--- config.mk ---
export PLATFORM = sky130hd
export DESIGN_NAME = pipe_stage_skid
export DESIGN_NICKNAME = d
export VERILOG_FILES = /design/src/rtl/pipe_stage_skid_pkg.sv /design/src/rtl/pipe_entry_reg.sv /design/src/rtl/pipe_stage_skid.sv
export SDC_FILE = /design/constraint.sdc
export NUM_CORES = 1
export LEC_CHECK = 0
export ABC_AREA = 1
export CELL_PAD_IN_SITES_DETAIL_PLACEMENT = 1
export CELL_PAD_IN_SITES_GLOBAL_PLACEMENT = 2
export CORE_ASPECT_RATIO = 1.4
export CORE_MARGIN = 2
export CORE_UTILIZATION = 31
export CTS_CLUSTER_SIZE = 25
export DETAILED_ROUTE_END_ITERATION = 7
export PLACE_DENSITY_LB_ADDON = 0.3
export SYNTH_ARGS = -nofsm -noshare
export SYNTH_HDL_FRONTEND = slang
export SYNTH_SLANG_ARGS = --single-unit
--- constraint.sdc ---
create_clock -name clk -period 3.99 [get_ports clk]
set_clock_uncertainty 0.05 [all_clocks]
set_input_delay 0.798 -clock clk [delete_from_list [all_inputs] [get_ports clk]]
set_output_delay 0.798 -clock clk [all_outputs]
set_load 0.005 [all_outputs]
--- src/rtl/pipe_stage_skid_pkg.sv ---
// ----------------------------------------------------------------------------
// pipe_stage_skid_pkg
// Shared definitions for the pipeline stage buffers: the skid-buffer state
// encoding, the default bubble control value, per-boundary bundle widths and
// the bit positions used to pack and unpack the control/data bundles.
// ----------------------------------------------------------------------------
package pipe_stage_skid_pkg;

    // State value equals the number of held entries, so occupancy is a
    // direct readout of the state register.
    typedef enum logic [1:0] {
        ST_EMPTY = 2'd0,
        ST_ONE   = 2'd1,
        ST_TWO   = 2'd2
    } skid_state_e;

    // Control value that encodes a bubble (all write/read enables off).
    localparam logic [7:0] NOP_CTRL_ENC = 8'h00;

    // Control bundle bit positions (shared by every boundary).
    localparam int unsigned CTRL_REGWR_BIT  = 0;
    localparam int unsigned CTRL_MEMWR_BIT  = 1;
    localparam int unsigned CTRL_MEMRD_BIT  = 2;
    localparam int unsigned CTRL_WBSEL_BIT  = 3;
    localparam int unsigned CTRL_ALUOP_LSB  = 4;
    localparam int unsigned CTRL_ALUOP_MSB  = 7;

    // IF/ID: instruction word and next PC.
    localparam int unsigned IF_ID_CTRL_W    = 8;
    localparam int unsigned IF_ID_DATA_W    = 64;
    localparam int unsigned IF_ID_IR_LSB    = 0;
    localparam int unsigned IF_ID_NPC_LSB   = 32;

    // ID/EX: operand A, operand B, immediate, destination register index.
    localparam int unsigned ID_EX_CTRL_W    = 8;
    localparam int unsigned ID_EX_DATA_W    = 101;
    localparam int unsigned ID_EX_A_LSB     = 0;
    localparam int unsigned ID_EX_B_LSB     = 32;
    localparam int unsigned ID_EX_IMM_LSB   = 64;
    localparam int unsigned ID_EX_RD_LSB    = 96;

    // EX/MEM: ALU result, store data, destination register index.
    localparam int unsigned EX_MEM_CTRL_W   = 8;
    localparam int unsigned EX_MEM_DATA_W   = 69;
    localparam int unsigned EX_MEM_ALU_LSB  = 0;
    localparam int unsigned EX_MEM_B_LSB    = 32;
    localparam int unsigned EX_MEM_RD_LSB   = 64;

    // MEM/WB: write-back value, destination register index.
    localparam int unsigned MEM_WB_CTRL_W   = 8;
    localparam int unsigned MEM_WB_DATA_W   = 37;
    localparam int unsigned MEM_WB_RES_LSB  = 0;
    localparam int unsigned MEM_WB_RD_LSB   = 32;

    // Number of held entries for a given state.
    function automatic logic [1:0] occ_of_state(input skid_state_e s);
        logic [1:0] occ;
        case (s)
            ST_EMPTY: occ = 2'd0;
            ST_ONE:   occ = 2'd1;
            ST_TWO:   occ = 2'd2;
            default:  occ = 2'd0;
        endcase
        return occ;
    endfunction

endpackage

--- src/rtl/pipe_entry_reg.sv ---
// ----------------------------------------------------------------------------
// pipe_entry_reg
// One pipeline entry (control + data bundle) with load enable and an
// asynchronous active-low clear to NOP_CTRL / 0.
// Ports:
//   clk, reset      - clock, asynchronous active-low clear
//   load            - capture ctrl_d/data_d on the rising edge
//   ctrl_d, data_d  - next entry value
//   ctrl_q, data_q  - stored entry value
// ----------------------------------------------------------------------------
module pipe_entry_reg
    import pipe_stage_skid_pkg::*;
#(
    parameter int unsigned         CTRL_W   = 8,
    parameter int unsigned         DATA_W   = 96,
    parameter logic [CTRL_W-1:0]   NOP_CTRL = {CTRL_W{1'b0}}
) (
    input  logic              clk,
    input  logic              reset,
    input  logic              load,
    input  logic [CTRL_W-1:0] ctrl_d,
    input  logic [DATA_W-1:0] data_d,
    output logic [CTRL_W-1:0] ctrl_q,
    output logic [DATA_W-1:0] data_q
);

    logic [CTRL_W-1:0] ctrl_r;
    logic [DATA_W-1:0] data_r;

    // Entry storage: cleared to a bubble on reset, updated only when loaded.
    always_ff @(posedge clk or negedge reset) begin
        if (!reset) begin
            ctrl_r <= NOP_CTRL;
            data_r <= {DATA_W{1'b0}};
        end else if (load) begin
            ctrl_r <= ctrl_d;
            data_r <= data_d;
        end
    end

    assign ctrl_q = ctrl_r;
    assign data_q = data_r;

endmodule

--- src/rtl/pipe_stage_skid.sv ---
// ----------------------------------------------------------------------------
// pipe_stage_skid
// Pipeline stage buffer with valid/ready handshake and a 2-entry skid buffer.
// Back-pressure is absorbed by the skid register, so in_ready never depends
// combinationally on out_ready. flush turns every held entry into a bubble.
// Ports:
//   clk, reset            - clock, asynchronous active-low reset
//   flush                 - synchronous kill of all held entries
//   in_valid/in_ready     - upstream handshake (in_ready is a flop)
//   in_ctrl/in_data       - upstream control/data bundle
//   out_valid/out_ready   - downstream handshake (out_valid is a flop)
//   out_ctrl/out_data     - head entry (out_ctrl = NOP_CTRL when invalid)
//   occupancy             - number of held entries (0..2)
// ----------------------------------------------------------------------------
module pipe_stage_skid
    import pipe_stage_skid_pkg::*;
#(
    parameter int unsigned         CTRL_W   = 8,
    parameter int unsigned         DATA_W   = 96,
    parameter logic [CTRL_W-1:0]   NOP_CTRL = {CTRL_W{1'b0}}
) (
    input  logic              clk,
    input  logic              reset,
    input  logic              flush,
    input  logic              in_valid,
    output logic              in_ready,
    input  logic [CTRL_W-1:0] in_ctrl,
    input  logic [DATA_W-1:0] in_data,
    output logic              out_valid,
    input  logic              out_ready,
    output logic [CTRL_W-1:0] out_ctrl,
    output logic [DATA_W-1:0] out_data,
    output logic [1:0]        occupancy
);

    skid_state_e       state_r;
    skid_state_e       state_nx_s;
    logic              in_ready_r;
    logic              out_valid_r;

    logic              accept_s;
    logic              fire_s;

    logic              main_ld_s;
    logic [CTRL_W-1:0] main_ctrl_s;
    logic [DATA_W-1:0] main_data_s;
    logic [CTRL_W-1:0] main_ctrl_q_s;
    logic [DATA_W-1:0] main_data_q_s;

    logic              skid_ld_s;
    logic [CTRL_W-1:0] skid_ctrl_s;
    logic [DATA_W-1:0] skid_data_s;
    logic [CTRL_W-1:0] skid_ctrl_q_s;
    logic [DATA_W-1:0] skid_data_q_s;

    assign accept_s = in_valid & in_ready_r;
    assign fire_s   = out_valid_r & out_ready;

    // Next-state and register load decode. Emptying a register only rewrites
    // its control field to NOP_CTRL; the data field is fed back unchanged.
    always_comb begin
        state_nx_s  = state_r;
        main_ld_s   = 1'b0;
        main_ctrl_s = in_ctrl;
        main_data_s = in_data;
        skid_ld_s   = 1'b0;
        skid_ctrl_s = in_ctrl;
        skid_data_s = in_data;

        if (flush) begin
            // A same-cycle accept is dropped; a same-cycle fire was delivered.
            state_nx_s  = ST_EMPTY;
            main_ld_s   = 1'b1;
            main_ctrl_s = NOP_CTRL;
            main_data_s = main_data_q_s;
            skid_ld_s   = 1'b1;
            skid_ctrl_s = NOP_CTRL;
            skid_data_s = skid_data_q_s;
        end else begin
            case (state_r)
                ST_EMPTY: begin
                    if (accept_s) begin
                        state_nx_s = ST_ONE;
                        main_ld_s  = 1'b1;
                    end else begin
                        state_nx_s = ST_EMPTY;
                    end
                end
                ST_ONE: begin
                    if (accept_s && fire_s) begin
                        state_nx_s = ST_ONE;
                        main_ld_s  = 1'b1;
                    end else if (accept_s) begin
                        state_nx_s = ST_TWO;
                        skid_ld_s  = 1'b1;
                    end else if (fire_s) begin
                        state_nx_s  = ST_EMPTY;
                        main_ld_s   = 1'b1;
                        main_ctrl_s = NOP_CTRL;
                        main_data_s = main_data_q_s;
                    end else begin
                        state_nx_s = ST_ONE;
                    end
                end
                ST_TWO: begin
                    // in_ready is low here, so only a fire can move the state.
                    if (fire_s) begin
                        state_nx_s  = ST_ONE;
                        main_ld_s   = 1'b1;
                        main_ctrl_s = skid_ctrl_q_s;
                        main_data_s = skid_data_q_s;
                        skid_ld_s   = 1'b1;
                        skid_ctrl_s = NOP_CTRL;
                        skid_data_s = skid_data_q_s;
                    end else begin
                        state_nx_s = ST_TWO;
                    end
                end
                default: begin
                    state_nx_s  = ST_EMPTY;
                    main_ld_s   = 1'b1;
                    main_ctrl_s = NOP_CTRL;
                    main_data_s = main_data_q_s;
                    skid_ld_s   = 1'b1;
                    skid_ctrl_s = NOP_CTRL;
                    skid_data_s = skid_data_q_s;
                end
            endcase
        end
    end

    // State register plus handshake flops precomputed from the next state.
    always_ff @(posedge clk or negedge reset) begin
        if (!reset) begin
            state_r     <= ST_EMPTY;
            in_ready_r  <= 1'b1;
            out_valid_r <= 1'b0;
        end else begin
            state_r     <= state_nx_s;
            in_ready_r  <= (state_nx_s != ST_TWO);
            out_valid_r <= (state_nx_s != ST_EMPTY);
        end
    end

    pipe_entry_reg #(
        .CTRL_W   (CTRL_W),
        .DATA_W   (DATA_W),
        .NOP_CTRL (NOP_CTRL)
    ) u_main (
        .clk    (clk),
        .reset  (reset),
        .load   (main_ld_s),
        .ctrl_d (main_ctrl_s),
        .data_d (main_data_s),
        .ctrl_q (main_ctrl_q_s),
        .data_q (main_data_q_s)
    );

    pipe_entry_reg #(
        .CTRL_W   (CTRL_W),
        .DATA_W   (DATA_W),
        .NOP_CTRL (NOP_CTRL)
    ) u_skid (
        .clk    (clk),
        .reset  (reset),
        .load   (skid_ld_s),
        .ctrl_d (skid_ctrl_s),
        .data_d (skid_data_s),
        .ctrl_q (skid_ctrl_q_s),
        .data_q (skid_data_q_s)
    );

    assign in_ready  = in_ready_r;
    assign out_valid = out_valid_r;
    assign out_ctrl  = main_ctrl_q_s;
    assign out_data  = main_data_q_s;
    assign occupancy = occ_of_state(state_r);

endmodule

Yosys cells after proc, flatten, opt, wreduce, memory -nomap -nowiden

Index checks and enable logic that the tools add are counted.

Bits in registers: 212
Input bits: 109
Output and inout port bits: 108
Word-level logic and storage cells: 53

Bitwise operators: 3
Eq/ne operators: 4
Reduce and logical (&&, ||, !) cells: 8
Muxes and demuxes: 31

Operators with widths:

| cell                                                 | number |
|---|---|
| two-way mux 96 bit                                   | 4 |
| case mux 96 bit (3 select lines)                     | 1 |
| case mux 96 bit (2 select lines)                     | 1 |
| two-way mux 8 bit                                    | 6 |
| case mux 8 bit (3 select lines)                      | 1 |
| case mux 8 bit (2 select lines)                      | 1 |
| two-way mux 1 bit                                    | 9 |
| two-way mux 2 bit                                    | 4 |
| case mux 1 bit (3 select lines)                      | 2 |
| case mux 2 bit (3 select lines)                      | 1 |
| != test 4 bit (second input constant)                | 1 |
| case mux 2 bit (2 select lines)                      | 1 |
| AND reduction 4 bit                                  | 1 |
| nonzero test 2 bit                                   | 2 |
| AND reduction 3 bit                                  | 1 |
| nonzero test 3 bit                                   | 1 |
| AND 1 bit                                            | 2 |
| equality test 2 x 1 -> 1 bit (second input constant) | 1 |
| equality test 2 bit (second input constant)          | 1 |
| zero test 2 bit                                      | 1 |
| != test 2 bit (second input constant)                | 1 |
| OR reduction 2 bit                                   | 1 |
| logical AND 1 bit                                    | 1 |
| NOT 1 bit                                            | 1 |

Longest topological paths before layout

Gate-level depths: netlist of the first run.

Depth in word-level cells: 7
Mapped depth: 11
Gate-level depth less buffers: 9

By module

Synthesis of the first run repeated with hierarchy kept, for this count alone.

Cell total of the unflattened synthesis: 1945
Area total of the unflattened synthesis: 12507.0 sq um

Modules (own cells, without submodules):

| module          | seq. area each (sq um) | area each (sq um) | instances | cells each |
|---|---|---|---|---|
| pipe_entry_reg  | 2602.5                 | 3942.5            | 2         | 440 |
| pipe_stage_skid | 101.3                  | 4621.9            | 1         | 1065 |

Least setup slack after synthesis of the first run

Ideal clock, no wire load.

Kind: input port to flip-flop
Start: in out_ready
End: reg u_main.data_r[45], in the netlist u_main.data_q[45]
Setup time: 118 ps
Slack: 1891 ps
Buffers on the path: 2
Required time: 3822 ps
Stages on the path: 11
Data arrival time: 1932 ps
Cell sequence: nand2_1 inv_2 ha_1 inv_1 nor2_1 nand2_1 nand3_2 buf_4 buf_2 nand2_1 nand2_1

Word-level cells in the longest chain between the ends: 7
Elaborated cells between the ends (all ways): 12
Classes of those cells: 1 x eq/ne; 8 x mux; 1 x bitwise; 2 x reduce/logical

RTL lines:

| element                              | RTL line                                      | source |
|---|---|---|
| from (decl)                          | pipe_stage_skid.sv:30                         | `input logic out_ready,` |
| AND 1 bit (*)                        | pipe_stage_skid.sv:57                         | `assign fire_s = out_valid_r & out_ready;` |
| two-way mux 1 bit                    | pipe_stage_skid.sv:96, pipe_stage_skid.sv:107 |  |
| two-way mux 1 bit                    | pipe_stage_skid.sv:93                         | `end else if (accept_s) begin` |
| two-way mux 1 bit                    | pipe_stage_skid.sv:90                         | `if (accept_s && fire_s) begin` |
| case mux 1 bit (3 select lines)      | pipe_stage_skid.sv:80                         | `case (state_r)` |
| two-way mux 1 bit                    | pipe_stage_skid.sv:70                         | `if (flush) begin` |
| AND reduction 4 bit (no source line) | --                                            |  |
| to (signal assigned)                 | pipe_entry_reg.sv:34                          | `data_r <= {DATA_W{1'b0}};` |
| to (signal assigned)                 | pipe_entry_reg.sv:37                          | `data_r <= data_d;` |
| to (decl)                            | pipe_entry_reg.sv:28                          | `logic [DATA_W-1:0] data_r;` |

Mark *: on every way between the ends. The rest lies on a longest branch, timed or not.
A chain may end at the register's enable or synchronous reset.

Worst setup path in the final report of the first run

Start: reg state_r[1]
End: out occupancy[1]

Word-level cells in the longest chain between the ends: 2
Elaborated cells between the ends (all ways): 3
Classes of those cells: 2 x eq/ne; 1 x mux

RTL lines:

| element                                                             | RTL line                  | source |
|---|---|---|
| from (decl)                                                         | pipe_stage_skid.sv:36     | `skid_state_e state_r;` |
| from (signal assigned)                                              | pipe_stage_skid.sv:139    | `state_r <= state_nx_s;` |
| equality test 2 bit or equality test 2 x 1 -> 1 bit (tied branches) | pipe_stage_skid_pkg.sv:58 | `case (s)` |
| case mux 2 bit (2 select lines) (*)                                 | pipe_stage_skid_pkg.sv:58 |  |
| to (decl)                                                           | pipe_stage_skid.sv:33     | `output logic [1:0] occupancy` |

Marks and branches as above.

==> results.txt, run 1 <==
total cell area at the placement stage: 12400 um^2
wire length per cell: 17.4 um
share of post-route cells with drive strength above 1: 5.06%
number of enable flip-flop cells after synthesis: 0
Die H: 216 um
number of global-route vias before repair: 9966
leading cell types by total area after synthesis: dfrtp_1, nand2_1, nand3_1
aggregate global routing overflow: 0
Core Box Area: 31600 um^2
final wirelength: 32.9 mm
worst hold margin: 0.213 ns
final estimated routing congestion in global placement: 0.794
CTS-repair resized insts: 0
hold-fix buffer count after cts: 0
final design instance area without fill: 13200 um^2
placed wire-length estimate after detailed placement: 19.5 mm
remaining antenna violation count after routing: 0
initial antenna violation count: 2
first-pass GRT wire length: 53.9 mm
largest area contributor in the netlist: dfrtp_1
worst-case clock buffer depth: 3
Cell Pwr Density: 517 nW/um^2
DR pass1 iterations: 4
CP Launch Type: flip-flop
DR iter-0 viols: 482
growth of design area from synthesis to finish: 33.0%
TritonCTS clock tree: yes
Avg Cell Area, Syn: 7.60 um^2
final setup slack of the worst path: 0.859 ns
drt drc: 0
Worst-path clk slew: 0.06 ns
latest clock arrival within the worst-skew pair: 0.54 ns
leading post-synthesis cells by instance count: nand2_1, nand3_1, dfrtp_1, buf_2, clkbuf_1
total clock sinks: 212
max-cap check violation count: 0
total standard cell area after synthesis: 9950 um^2
count of final setup violators: 0
Die X: 155 um
result of the run: finished clean
Max-Slew Margin vs Limit: 44.8%
type of element capturing the critical path: primary output
Avg Vias per Cell: 4.86
floorplan row count: 77
endpoints failing hold: 0
CP Class: reg -> out
fraction of registers with async set/reset: 100%
synthesis-stage register bit count: 212
most frequent cell after synthesis: nand2_1
H-tree depth: 1
Leak Pwr: 6.83 nW
post-CTS setup buffers: 0
number of top-level pins: 217
root buf cell: clkbuf_16
class of the worst hold path: in -> async
share of the synthesized area in the top cell type: 53.1%
count of input and output buffers: 216
required time of the critical path: 3.14 ns
Setup Total Neg Slack: 0 ns
critical path arrival: 2.28 ns
number of CTS-inserted buffers: 25
DP Worst Slack: 0.754 ns
largest voltage drop on the vdd net: 228 uV
worst-margin pin slew: 0.828 ns
warnings from Yosys: 0
die area: 33600 um^2
setup repair after global routing missed its margin: false
fin. max-slew vios: 0
top_reg_cell synth: dfrtp_1
sequential share of the synthesized area: 53.3%
Ant. Diodes: 0
Synth cell types: 22
GR Util All Layers: 19.8%
total nets after synthesis: 1419
Mapped Cells: 1309
Final #Nets: 1595
maximum fanout along the worst path: 21
Max Clk Rate: 0.319 GHz
largest net degree at the start of global routing: 105
period utilisation layout: 78.5%
post-layout minimum cycle time: 3.13 ns
initial core utilization: 31.5%
via count: 9227
worst paths after layout:
kind / slack (ns) / endpoint / start / depth (start not counted)
min: 0.21 / u_main.data_q[68] / reset / 1
max reg2reg: 1.59 / u_main.data_q[91] / state_r[1] / 9
max: 0.86 / occupancy[1] / state_r[1] / 4
min in group clk: 0.42 / u_skid.data_q[36] / u_skid.data_q[36] / 2
min reg2reg: 0.42 / u_skid.data_q[36] / u_skid.data_q[36] / 2
max in group asynchronous: 2.66 / u_skid.data_q[22] / reset / 2
layout by cell type, fill, tap and decap left out:
master / count
a21oi_1: 1
a21oi_4: 1
buf_12: 6
buf_4: 14
buf_8: 1
bufinv_16: 2
clkbuf_1: 8
clkbuf_16: 25
clkbuf_8: 7
clkdlybuf4s50_1: 215
clkinvlp_4: 2
dfrtp_1: 211
dfstp_2: 1
ha_1: 1
inv_1: 11
inv_2: 4
inv_4: 1
inv_6: 1
nand2_1: 733
nand2_2: 2
nand2_4: 4
nand2b_1: 1
nand3_1: 226
nand3_4: 2
nor2_1: 12
nor2_4: 2
nor2_8: 1
o21ai_0: 8
final cells by class:
class	count	area, um^2
clock inverters	5	83.8
clock buffers	40	752
fillers	3840	18400
repair buffers	236	2390
well taps	395	494
inverters	16	62.6
multi-input cells	994	4140
flip-flops and latches	212	5310
cells by family (layout without fill, tap and decap cells):
family | after synthesis | after routing | share of synthesized area (%)
AND/OR/NAND/NOR | 983 | 983 | 40.6
flip-flops | 212 | 212 | 53.3
buffers and inverters | 103 | 297 | 5.42
AO/OA/AOI/OAI | 10 | 10 | 0.541
adder cells (fa/ha/maj) | 1 | 1 | 0.126
registers in the layout, indices dropped and copies added (netlist names):
name / cells
in_ready: 1
out_valid: 1
state_r: 2
u_main.ctrl_q: 8
u_main.data_q: 96
u_skid.ctrl_q: 8
u_skid.data_q: 96
report_power, final:
part	switching, W	internal (W)	leakage, nW
clock	0.000943	0.00141	0.401
combinational	0.000737	0.000847	3.79
sequential	0.000289	0.00262	2.64
total	0.00197	0.00488	6.83
metal layers:
| metal | GRT usage (%) | share of wire, % | wire length (um) |
|---|---|---|---|
| met3 | 3.01 | 4.2 | 1370 |
| met1 | 25.1 | 44 | 14400 |
| met4 | 5.66 | 2.1 | 700 |
| met2 | 34.8 | 50 | 16500 |
| met5 | 0 | 0.036 | 12 |
metrics by stage:
stage,cells,utilization [%],power [W]
floorplan,1309,-,0.00354
global placement,1853,39.2,0.00452
detailed placement,1853,39.2,0.00455
CTS,1898,41.9,0.00697
global route,1898,41.9,0.00726
finish,1898,41.9,0.00685
worst max-delay path, cell delays in order (launching register included):
cell	delay, ns
dfrtp_1	0.80
inv_2	0.10
nor2_1	0.11
buf_4	0.19
clkdlybuf4s50_1	0.54
No activity file was read; power rests on OpenSTA's default activity.
==> run 2, diff against run 1 <==
--- a/config.mk
+++ b/config.mk
@@ -10,7 +10,7 @@
 export CELL_PAD_IN_SITES_GLOBAL_PLACEMENT = 2
 export CORE_ASPECT_RATIO = 1.4
 export CORE_MARGIN = 2
-export CORE_UTILIZATION = 31
+export CORE_UTILIZATION = 29
 export CTS_CLUSTER_SIZE = 25
 export DETAILED_ROUTE_END_ITERATION = 7
 export PLACE_DENSITY_LB_ADDON = 0.3
==> constraint.sdc (replaced) <==
create_clock -name clk -period 3 [get_ports clk]
set_clock_uncertainty 0.05 [all_clocks]
set_input_delay 0.6 -clock clk [delete_from_list [all_inputs] [get_ports clk]]
set_output_delay 0.6 -clock clk [all_outputs]
set_load 0.005 [all_outputs]
==> results.txt, run 2 (synthesized netlist as in run 1, its figures left out) <==
critical path depth: 2
Avg Vias per Cell: 4.72
remaining antenna violation count after routing: 0
class of the worst hold path: in -> async
Final #Nets: 1601
Die X: 161 um
drt drc: 0
wire length per cell: 16.9 um
DR pass1 iterations: 4
worst hold margin: 0.00804 ns
number of top-level pins: 217
post-CTS setup buffers: 0
number of global-route vias before repair: 9998
count of final setup violators: 0
latest clock arrival within the worst-skew pair: 0.53 ns
die area: 35800 um^2
share of post-route cells with drive strength above 1: 5.90%
type of element capturing the critical path: primary output
required time of the critical path: 2.35 ns
final wirelength: 33.2 mm
final design instance area without fill: 13500 um^2
Setup Total Neg Slack: 0 ns
Ant. Diodes: 0
initial antenna violation count: 1
post-layout minimum cycle time: 2.60 ns
CP Class: reg -> out
DR iter-0 viols: 335
hold-fix buffer count after cts: 0
CP Launch Type: flip-flop
initial core utilization: 29.3%
critical path arrival: 1.95 ns
growth of design area from synthesis to finish: 36.0%
fin. max-slew vios: 0
placed wire-length estimate after detailed placement: 20.8 mm
number of buffer and inverter stages on the critical path: 1
Cell Pwr Density: 699 nW/um^2
maximum fanout along the worst path: 6
endpoints failing hold: 0
category of cells accounting for the largest share of critical-path delay: buffers and inverters
largest net degree at the start of global routing: 97
cell chain of the critical path: nor2_1 > clkdlybuf4s50_1
Leak Pwr: 6.95 nW
via count: 9255
GR Util All Layers: 18.8%
first-pass GRT wire length: 54.3 mm
total clock sinks: 212
slowest stage delay, CP: 0.59 ns
max-cap check violation count: 0
worst-case clock buffer depth: 3
Worst-path clk slew: 0.06 ns
Max Clk Rate: 0.385 GHz
worst-margin pin slew: 0.745 ns
slack of the worst reg-to-reg path: 0.98 ns
top library cells by usage in the layout, fill and taps aside: nand2_1, nand3_1, clkdlybuf4s50_1, dfrtp_1, clkbuf_16
floorplan row count: 80
slowest stage cell on the critical path: clkdlybuf4s50_1
result of the run: finished clean
largest voltage drop on the vdd net: 324 uV
TritonCTS clock tree: yes
total cell area at the placement stage: 12600 um^2
most frequent standard cell in the layout excluding fill and tap cells: nand2_1
number of CTS-inserted buffers: 24
Max-Slew Margin vs Limit: 50.3%
count of input and output buffers: 216
setup repair after global routing missed its margin: false
Design Power: 0.00945 W
period utilisation layout: 86.6%
H-tree depth: 1
CTS-repair resized insts: 0
FILL cells: 4086
Die H: 223 um
aggregate global routing overflow: 0
root buf cell: clkbuf_16
final estimated routing congestion in global placement: 0.759
Worst Reg2Reg Path Length in Cells: 8
Core Box Area: 33900 um^2
## run 2: path summary, 6_finish.rpt
check / startpoint / to
worst max-delay path: state_r[0] / occupancy[1]
worst min-delay path: reset / u_main.data_q[65]
worst max register to register: in_ready / u_main.data_q[12]
worst min register to register: u_skid.data_q[27] / u_skid.data_q[27]
max in group asynchronous: reset / u_main.data_q[57]
min in group clk: u_skid.data_q[27] / u_skid.data_q[27]
## run 2: routing by layer
layer	up-vias	track usage (%)	part of all wire, %
met2	178	34.6	51
li1	4488	-	-
met3	35	2.71	4.0
met4	2	4.21	1.6
met5	-	0	0.036
met1	4552	23.0	43
## run 2: report_power, final
part           total [W]  switching [W]  internal (W)  leakage, nW
Combinational    0.00215       0.000992       0.00115         3.86
Sequential       0.00386       0.000377       0.00348         2.64
Clock            0.00345        0.00126       0.00219        0.457
## run 2: layout make-up
| class | count | area, um^2 | area share, % |
|---|---|---|---|
| clock inverter | 15 | 253 | 1.87 |
| timing repair buffer | 243 | 2530 | 18.7 |
| clock buffer | 29 | 671 | 4.96 |
| multi-input combinational | 994 | 4140 | 30.6 |
| sequential | 212 | 5310 | 39.2 |
| tap | 451 | 564 | 4.17 |
| inverter | 16 | 62.6 | 0.462 |
## run 2: through the flow
stage / setup WS [ns] / util [%] / cells
floorplan: 1.10 / - / 1309
global placement: 0.413 / 37.2 / 1916
detailed placement: 0.345 / 37.2 / 1916
CTS: 0.370 / 39.9 / 1960
global route: 0.326 / 39.9 / 1960
finish: 0.401 / 39.9 / 1960
## run 2: worst reg2reg max path, delay by kind of cell (launching register included)
kind                   cells  cell delay [ns]
AND/OR/NAND/NOR            6             0.87
flip-flops                 1             0.53
buffers and inverters      2             0.45
